**src/rtl/shift_sequencer.sv**
```systemverilog
// Sequences a shared extend/shift unit: loads the extended operand, then
// walks the accumulator through shift-by-4 and shift-by-1 steps to Amt.
module shift_sequencer #(
    parameter int STEP4_EN = 1
) (
    input  logic        CLK,
    input  logic        Reset_n,
    input  logic        Start,
    input  logic [1:0]  Src,
    input  logic        Left,
    input  logic [3:0]  Amt,
    input  logic [15:0] Ext_ALUOut,
    input  logic [15:0] O,
    output logic [1:0]  ShifterInput,
    output logic [1:0]  ShiftAmount,
    output logic        ShifterLeft,
    output logic [15:0] ALUOut_fb,
    output logic [15:0] Result,
    output logic        Busy,
    output logic        Done
);

    typedef enum logic [2:0] {
        S_IDLE,
        S_LOAD,
        S_STEP4,
        S_STEP1,
        S_DONE
    } state_t;

    state_t      state_q, state_d;
    logic [15:0] acc_q;
    logic [3:0]  rem_q, rem_d;
    logic [1:0]  src_q;
    logic        left_q;
    logic        busy_q;
    logic        done_q;

    // Coarse steps first, then single steps for the remainder.
    function automatic state_t pick_step(input logic [3:0] r);
        if (STEP4_EN != 0 && r >= 4'd4) return S_STEP4;
        else if (r != 4'd0)             return S_STEP1;
        else                            return S_DONE;
    endfunction

    always_comb begin
        state_d = state_q;
        rem_d   = rem_q;
        case (state_q)
            S_IDLE: begin
                if (Start) begin
                    state_d = S_LOAD;
                    rem_d   = Amt;
                end
            end
            S_LOAD: state_d = pick_step(rem_q);
            S_STEP4: begin
                rem_d   = rem_q - 4'd4;
                state_d = pick_step(rem_d);
            end
            S_STEP1: begin
                rem_d   = rem_q - 4'd1;
                state_d = pick_step(rem_d);
            end
            S_DONE:  state_d = S_IDLE;
            default: state_d = S_IDLE;
        endcase
    end

    always_ff @(posedge CLK or negedge Reset_n) begin
        if (!Reset_n) begin
            state_q <= S_IDLE;
            acc_q   <= 16'h0000;
            rem_q   <= 4'd0;
            src_q   <= 2'b00;
            left_q  <= 1'b0;
            busy_q  <= 1'b0;
            done_q  <= 1'b0;
        end else begin
            state_q <= state_d;
            rem_q   <= rem_d;
            busy_q  <= (state_d != S_IDLE);
            done_q  <= (state_d == S_DONE);
            if (state_q == S_IDLE && Start) begin
                src_q  <= Src;
                left_q <= Left;
            end
            if (state_q == S_LOAD || state_q == S_STEP4 ||
                state_q == S_STEP1) begin
                acc_q <= O;
            end
        end
    end

    // Shift-unit controls are Moore decodes of the state register.
    always_comb begin
        ShifterInput = 2'b00;
        ShiftAmount  = 2'b10;
        ShifterLeft  = 1'b0;
        ALUOut_fb    = Ext_ALUOut;
        case (state_q)
            S_LOAD: begin
                ShifterInput = src_q;
                ShifterLeft  = left_q;
            end
            S_STEP4: begin
                ShifterInput = 2'b11;
                ShiftAmount  = 2'b11;
                ShifterLeft  = left_q;
                ALUOut_fb    = acc_q;
            end
            S_STEP1: begin
                ShifterInput = 2'b11;
                ShiftAmount  = 2'b00;
                ShifterLeft  = left_q;
                ALUOut_fb    = acc_q;
            end
            default: ;
        endcase
    end

    assign Result = acc_q;
    assign Busy   = busy_q;
    assign Done   = done_q;

endmodule

```
**config.mk**
```make
export PLATFORM = sky130hd
export DESIGN_NAME = shift_sequencer
export DESIGN_NICKNAME = d
export VERILOG_FILES = /design/src/rtl/shift_sequencer.sv
export SDC_FILE = /design/constraint.sdc
export NUM_CORES = 1
export LEC_CHECK = 0
export BUFFER_PORTS_ARGS = -buffer_cell sky130_fd_sc_hd__buf_2
export CORE_ASPECT_RATIO = 1.1
export CORE_MARGIN = 4
export CORE_UTILIZATION = 40
export CTS_BUF_LIST = sky130_fd_sc_hd__clkbuf_4 sky130_fd_sc_hd__clkbuf_8
export DETAILED_ROUTE_END_ITERATION = 8
export PLACE_DENSITY = 0.78
export SYNTH_ARGS = -nofsm -noshare
export SYNTH_HDL_FRONTEND = slang
export SYNTH_SLANG_ARGS = --single-unit
```
**constraint.sdc**
```tcl
create_clock -name CLK -period 1.8 [get_ports CLK]
set_input_delay 0.09 -clock CLK [delete_from_list [all_inputs] [get_ports CLK]]
set_output_delay 0.09 -clock CLK [all_outputs]
set_load 0.03 [all_outputs]
```
==> results of run 1 <==
[cell type report]
| class | instances | share of cell area, % |
|---|---|---|
| Inverter | 9 | 1.57 |
| Clock inverter | 1 | 1.39 |
| Sequential cell | 28 | 32.5 |
| Multi-Input combinational cell | 126 | 37.6 |
| Clock buffer | 3 | 1.92 |
| Timing Repair Buffer | 88 | 22.1 |
| Tap cell | 50 | 2.90 |
[final timing paths]
path                                        end  slack, ps  cells after the start
worst max-delay path            ShifterInput[0]        180                      4
worst min-delay path                   src_q[1]         20                      3
worst max register to register             Done        180                      6
worst min register to register        Result[5]        530                      1
max in group asynchronous              rem_q[3]       1020                      2
min in group asynchronous            Result[10]        370                      2
[worst max-delay path, cell delays in order, from the launching register on]
cell	delay, ps
dfrtp_1	500
nand2b_1	210
buf_4	190
a21oi_1	150
buf_2	210
[power groups by stage]
stage	logic [mW]	registers (mW)	clock network, mW
5_1_grt	3.82	1.29	0.538
6_report	3.51	1.23	0.498
2_1_floorplan	2.20	1.56	0
3_5_place_dp	3.54	1.23	0
3_3_place_gp	3.48	1.22	0
4_1_cts	3.55	1.23	0.509
[metal layers]
metal,up-vias,wire (µm),GRT usage [%]
li1,737,-,-
met1,652,1590,19.6
met2,36,2160,29.2
met3,2,190,2.57
met4,0,25,4.64
met5,-,0,0
[cells by family after synthesis]
logic type / Yosys count / synth area share [%]
AOI/OAI and AO/OA: 24 / 10.9
xor gates and xnor gates: 1 / 0.550
adders and majority gates: 4 / 3.14
buffers and inverters: 18 / 5.03
DFF: 28 / 44.0
muxes: 22 / 15.2
and+or+nand+nor: 75 / 21.1
[sequential cells by signal, summed over array words and instances, names as in the netlist]
name,flops
Result,16
rem_q,4
left_q,1
state_q,3
Done,1
src_q,2
Busy,1
[stage by stage]
stage                     area [µm²]  setup WS (ps)  power [mW]
after global routing            2150           49.9        5.65
after CTS                       2150            179        5.28
final                           2150            185        5.23
after detailed placement        2070            204        4.77
after floorplan                 1590            292        3.76
after global placement          2070            253        4.70
[cells in the mapped netlist (2+ instances only)]
cell type and count:
nand2_1 55, nand3b_1 2, inv_1 9, a21oi_1 6, mux2i_1 5, a32o_2 2
nor2b_1 3, dfrtp_1 28, ha_1 4, mux2_2 17, o21ai_0 7, nor2_1 6
buf_2 7, nor3b_1 2
[layout by cell type, fill, tap and decap left out, drive strengths merged, types with 2 or more instances in the layout]
cell | Yosys | layout
mux2 | 17 | 17
nor2b | 4 | 4
nand3b | 2 | 2
a21oi | 6 | 6
nor4b | 2 | 2
nor3b | 2 | 2
mux2i | 5 | 5
nor2 | 6 | 6
dfrtp | 28 | 28
clkbuf | 1 | 3
buf | 8 | 87
nand2 | 55 | 55
inv | 9 | 9
o21ai | 8 | 8
ha | 4 | 4
a32o | 2 | 2
==> metrics, run 1 <==
final wirelength 3.97 mm; async set-reset flop share out of synthesis 100%; worst setup path start state_q[2]; Final setup violation count 0; post_cts resized 0; Crit path required time 1710 ps; gpl congestion 0.732; die width 68.1 µm; via count 1,427; Flop pwr share 23.4%; status finished, final reports clean; Clock Power Share 9.5%; #FFs+latches synth 28; Die Y 74.2 µm; CORE AREA 3740 µm²; Vias/cell 4.68; Leak Pwr 1.15 nW; row count 23; cell internal pwr 2.53 mW; largest net degree at the start of global routing 29; combined area of the multi-input logic cells 811 µm²; syn nets 218; Syn Std Cell Area 1590 µm²; final worst clock skew 6.28 ps; number of max-cap violations 0; FILL cells 344; DP Wirelength 3.13 mm; Starting Density 42.5%; Clock Latency Late Sink 280 ps; post-synthesis instance total 172; first-pass GRT wire length 6.42 mm; Netlist cell types 33; switch share 51.6%; Seq/Total Area, Yosys 44.0%; remaining antenna violation count 0; Reg clk slew, reported paths 100 ps; layout cells sized above 1 44.7%; hold path startpoint Src[1]; DRC viols 0; Max clock buf depth 2; aggregate global routing overflow 0; Max Clk Rate 619 MHz; Synth Warn # 0; pwr dens 2430 nW/µm²; Synth area leader dfrtp_1; H-tree Lvls 1; worst slew pin tran 625 ps; Synth top area share 44.0%; Post-synth EDFFs 0; Critical Path AT 1530 ps; drt pass-1 iters 4; worst hold slack 16.5 ps; RSZ-0062 raised after global routing no; TritonCTS clock tree built; Synth area leaders dfrtp_1 44%, nand2_1 13%, mux2_2 12%; top_reg_cell synth dfrtp_1; Max VDD drop 1.16 mV; Slew headroom 58.3%; NetSw 2.70 mW; Comb pwr share 67.1%; total negative slack 0 ps; critical path peak fanout 11; worst hold path class input pin to flop; die area 5050 µm²; root buffer cell clkbuf_8; final worst path period share 89.7%; nets@finish 302; CTS Sinks 28; vias in the first global route 1,452; GRT Total Usage 16.2%; Final Util 57.6%; Layout area overhead 35.4%; CTS Buf Count 3; Startpoint Class flop; CP Class flop to output port; postcts setup bufs 0; minimum clock period 1620 ps; I/O pin count 81; final slew viol count 0; Mean Syn Cell Area 9.25 µm²; Placed Instances 300; IO buf count 80; final hold vios 0; Post-Layout Cell Count 305; antenna violations before repair 0; Seq. cell area 701 µm²; DR iter-0 viols 54; Setup crit end kind output port; r2r startpoint rem_q[0]; cts hold-fix bufs 1; wire per inst 13.0 µm; ANT cells 0
No activity file was read; power rests on OpenSTA's default activity.
==> run 2: changes to the inputs <==
--- a/config.mk
+++ b/config.mk
@@ -5,6 +5,7 @@
 export SDC_FILE = /design/constraint.sdc
 export NUM_CORES = 1
 export LEC_CHECK = 0
+export ABC_AREA = 1
 export BUFFER_PORTS_ARGS = -buffer_cell sky130_fd_sc_hd__buf_2
 export CORE_ASPECT_RATIO = 1.1
 export CORE_MARGIN = 4
==> run 2 against run 1 <==
  * Critical endpoint is now ShifterLeft
  * Global-route usage is 0.66 points higher
  * Via count is 5.0% higher
  * Highest routed layer unchanged
  * Worst setup slack worse by 73 ps
==> metrics, run 2 <==
status finished, final reports clean; flop-to-flop setup slack 290 ps (+110 ps); Synth top area share 45.0% (+0.95 points); worst setup path start state_q[2]; DP Wirelength 3.17 mm (+1.5%); Synth area leader dfrtp_1; final worst path period share 93.8% (+4.0 points); Max clock buf depth 2 (unchanged); I/O pin count 81 (unchanged); Setup crit end kind output port; Layout area overhead 37.4%; DRC viols 0 (unchanged); commonest non-fill, non-tap cell in the layout buf_2; syn nets 228 (+4.6%); vias in the first global route 1,496 (+3.0%); total negative slack 0 ps (unchanged); aggregate global routing overflow 0 (unchanged); root buffer cell clkbuf_8; async set-reset flop share out of synthesis 100% (unchanged); reg2reg end Busy; final slew viol count 0 (unchanged); synth cell count leaders 78 x nand2_1, 28 x dfrtp_1, 14 x inv_1; r2r startpoint rem_q[0]; Mean Syn Cell Area 8.56 µm² (-7.5%); IO buf count 80 (unchanged); Syn Std Cell Area 1560 µm² (-2.1%); Synth area leaders dfrtp_1 45%, nand2_1 19%, mux2_4 8.7%; Seq. cell area 701 µm² (unchanged); final hold vios 0 (unchanged); CORE AREA 3710 µm² (-0.77%); CTS Sinks 28 (unchanged); Seq/Total Area, Yosys 45.0% (+0.95 points); worst slew pin tran 609 ps (-15.4 ps); largest net degree at the start of global routing 29 (unchanged); Design Area, Final 2140 µm² (-0.64%); most frequent cells in the layout 80 x buf_2, 78 x nand2_1, 28 x dfrtp_1, 13 x inv_1, 10 x nor2_1; Reg clk slew, reported paths 90 ps (about the same); Post-synth EDFFs 0 (unchanged); Final setup violation count 0 (unchanged); Max Clk Rate 593 MHz (-4.3%); gpl congestion 0.980 (+34%); remaining antenna violation count 0 (unchanged); Place WS 231 ps (+26.8 ps); Die Y 73.5 µm (-0.95%); drt pass-1 iters 4 (unchanged); final wirelength 4.05 mm (+2.0%); first-pass GRT wire length 6.42 mm (unchanged); Critical Path AT 1600 ps (+70 ps); Crit path required time 1710 ps (about the same); TritonCTS clock tree built; ANT cells 0 (unchanged); Vias/cell 4.74 (+1.3%); antenna violations before repair 0 (unchanged); row count 23 (unchanged); count leader, synth nand2_1; Synth Warn # 0 (unchanged); critical path peak fanout 17 (+6); CP Class flop to output port; Final Util 57.7% (+0.076 points); combined area of the multi-input logic cells 802 µm² (-1.1%); die width 67.5 µm (-0.94%); Reg2Reg Depth 7 (+1); H-tree Lvls 1 (unchanged); Final WS setup 112 ps (-72.6 ps); #FFs+latches synth 28 (unchanged); DR iter-0 viols 76 (+41%); final worst clock skew 2.52 ps (-3.76 ps); layout cells sized above 1 42.5% (-2.2 points); worst hold path class input pin to flop; die area 4960 µm² (-1.9%); Largest register FFs 16 (unchanged); GRT Total Usage 16.8% (+0.66 points); CTS Buf Count 3 (unchanged); Post-DP Area 2020 µm² (-2.4%); minimum clock period 1690 ps (+72.6 ps); top_reg_cell synth dfrtp_1; Netlist cell types 21 (-36%); Starting Density 42.0% (-0.58 points); Worst Setup EP ShifterLeft; RSZ-0062 raised after global routing no; nets@finish 313 (+3.6%); Clock Latency Late Sink 270 ps (about the same); Slew headroom 59.4% (+1.0 points); Startpoint Class flop; wire per inst 12.8 µm (-1.5%); number of max-cap violations 0 (unchanged); post-synthesis instance total 182 (+5.8%); FILL cells 325 (-5.5%); via count 1,498 (+5.0%)
-- run 2: cell types whose count changed in the layout (fill, tap and decap cells not counted), moves of 4 or more --
cell	previous run	this run
nor2_1	6	10
nand3_1	0	5
mux2_2	17	9
buf_4	6	1
mux2i_1	5	0
mux2_4	0	9
o21ai_0	7	3
inv_1	9	13
nand2_1	55	78
-- run 2: worst min path at each step --
stage                      end     from  cells past startpoint
global placement      rem_q[2]  Reset_n                      1
global route         Result[6]     O[6]                      2
CTS                 Result[14]    O[14]                      2
detailed placement    rem_q[3]  Reset_n                      1
floorplan                 Busy  Reset_n                      0
finish              Result[14]    O[14]                      2
-- run 2: timing repair --
action / CTS / global route
setup endpoints to repair: 18 / 18
pin swaps: 0 / 1
hold endpoints to repair: 28 / 0
setup buffers: 0 / 1
resized for setup: 2 / 4
hold buffers: 1 / 0
-- run 2: routing by layer --
metal  track usage (%)  wire [µm]  share of wire, %
met3              2.75        265               6.5
met4              6.08         57               1.4
met2              29.8       2100                52
met5                 0          0                 0
met1              20.2       1630                40
-- run 2: cell type report --
type	count	area share (%)
clock buffer	4	2.57
inverter	16	2.92
multi-input combinational	134	37.5
sequential	28	32.7
tap	50	2.92
timing repair buffer	84	21.4
-- run 2: cell families after synthesis --
kind of cell | Yosys count | share of synthesized area, %
adder cells (fa/ha/maj) | 4 | 3.21
AND/OR/NAND/NOR | 101 | 27.4
flip-flops | 28 | 45.0
multiplexers | 18 | 15.2
buffers and inverters | 20 | 5.46
AO/OA/AOI/OAI | 11 | 3.78
-- run 2: through the flow --
stage          instances  hold slack (ps)
2_1_floorplan        182             -206
3_3_place_gp         310              138
3_5_place_dp         310              148
4_1_cts              315             37.3
5_1_grt              316             33.2
6_report             316             42.4
-- run 2: worst max-delay path: stages, from the launching register on --
cell	delay [ps]
dfrtp_1	430
inv_2	130
nand3_4	130
nand2_8	130
nor2_4	40
buf_12	160
nor2_1	100
buf_2	210
Power of run 2 is not shown: default switching activity piles up to over one toggle a cycle in this logic, so the estimate is an artifact.
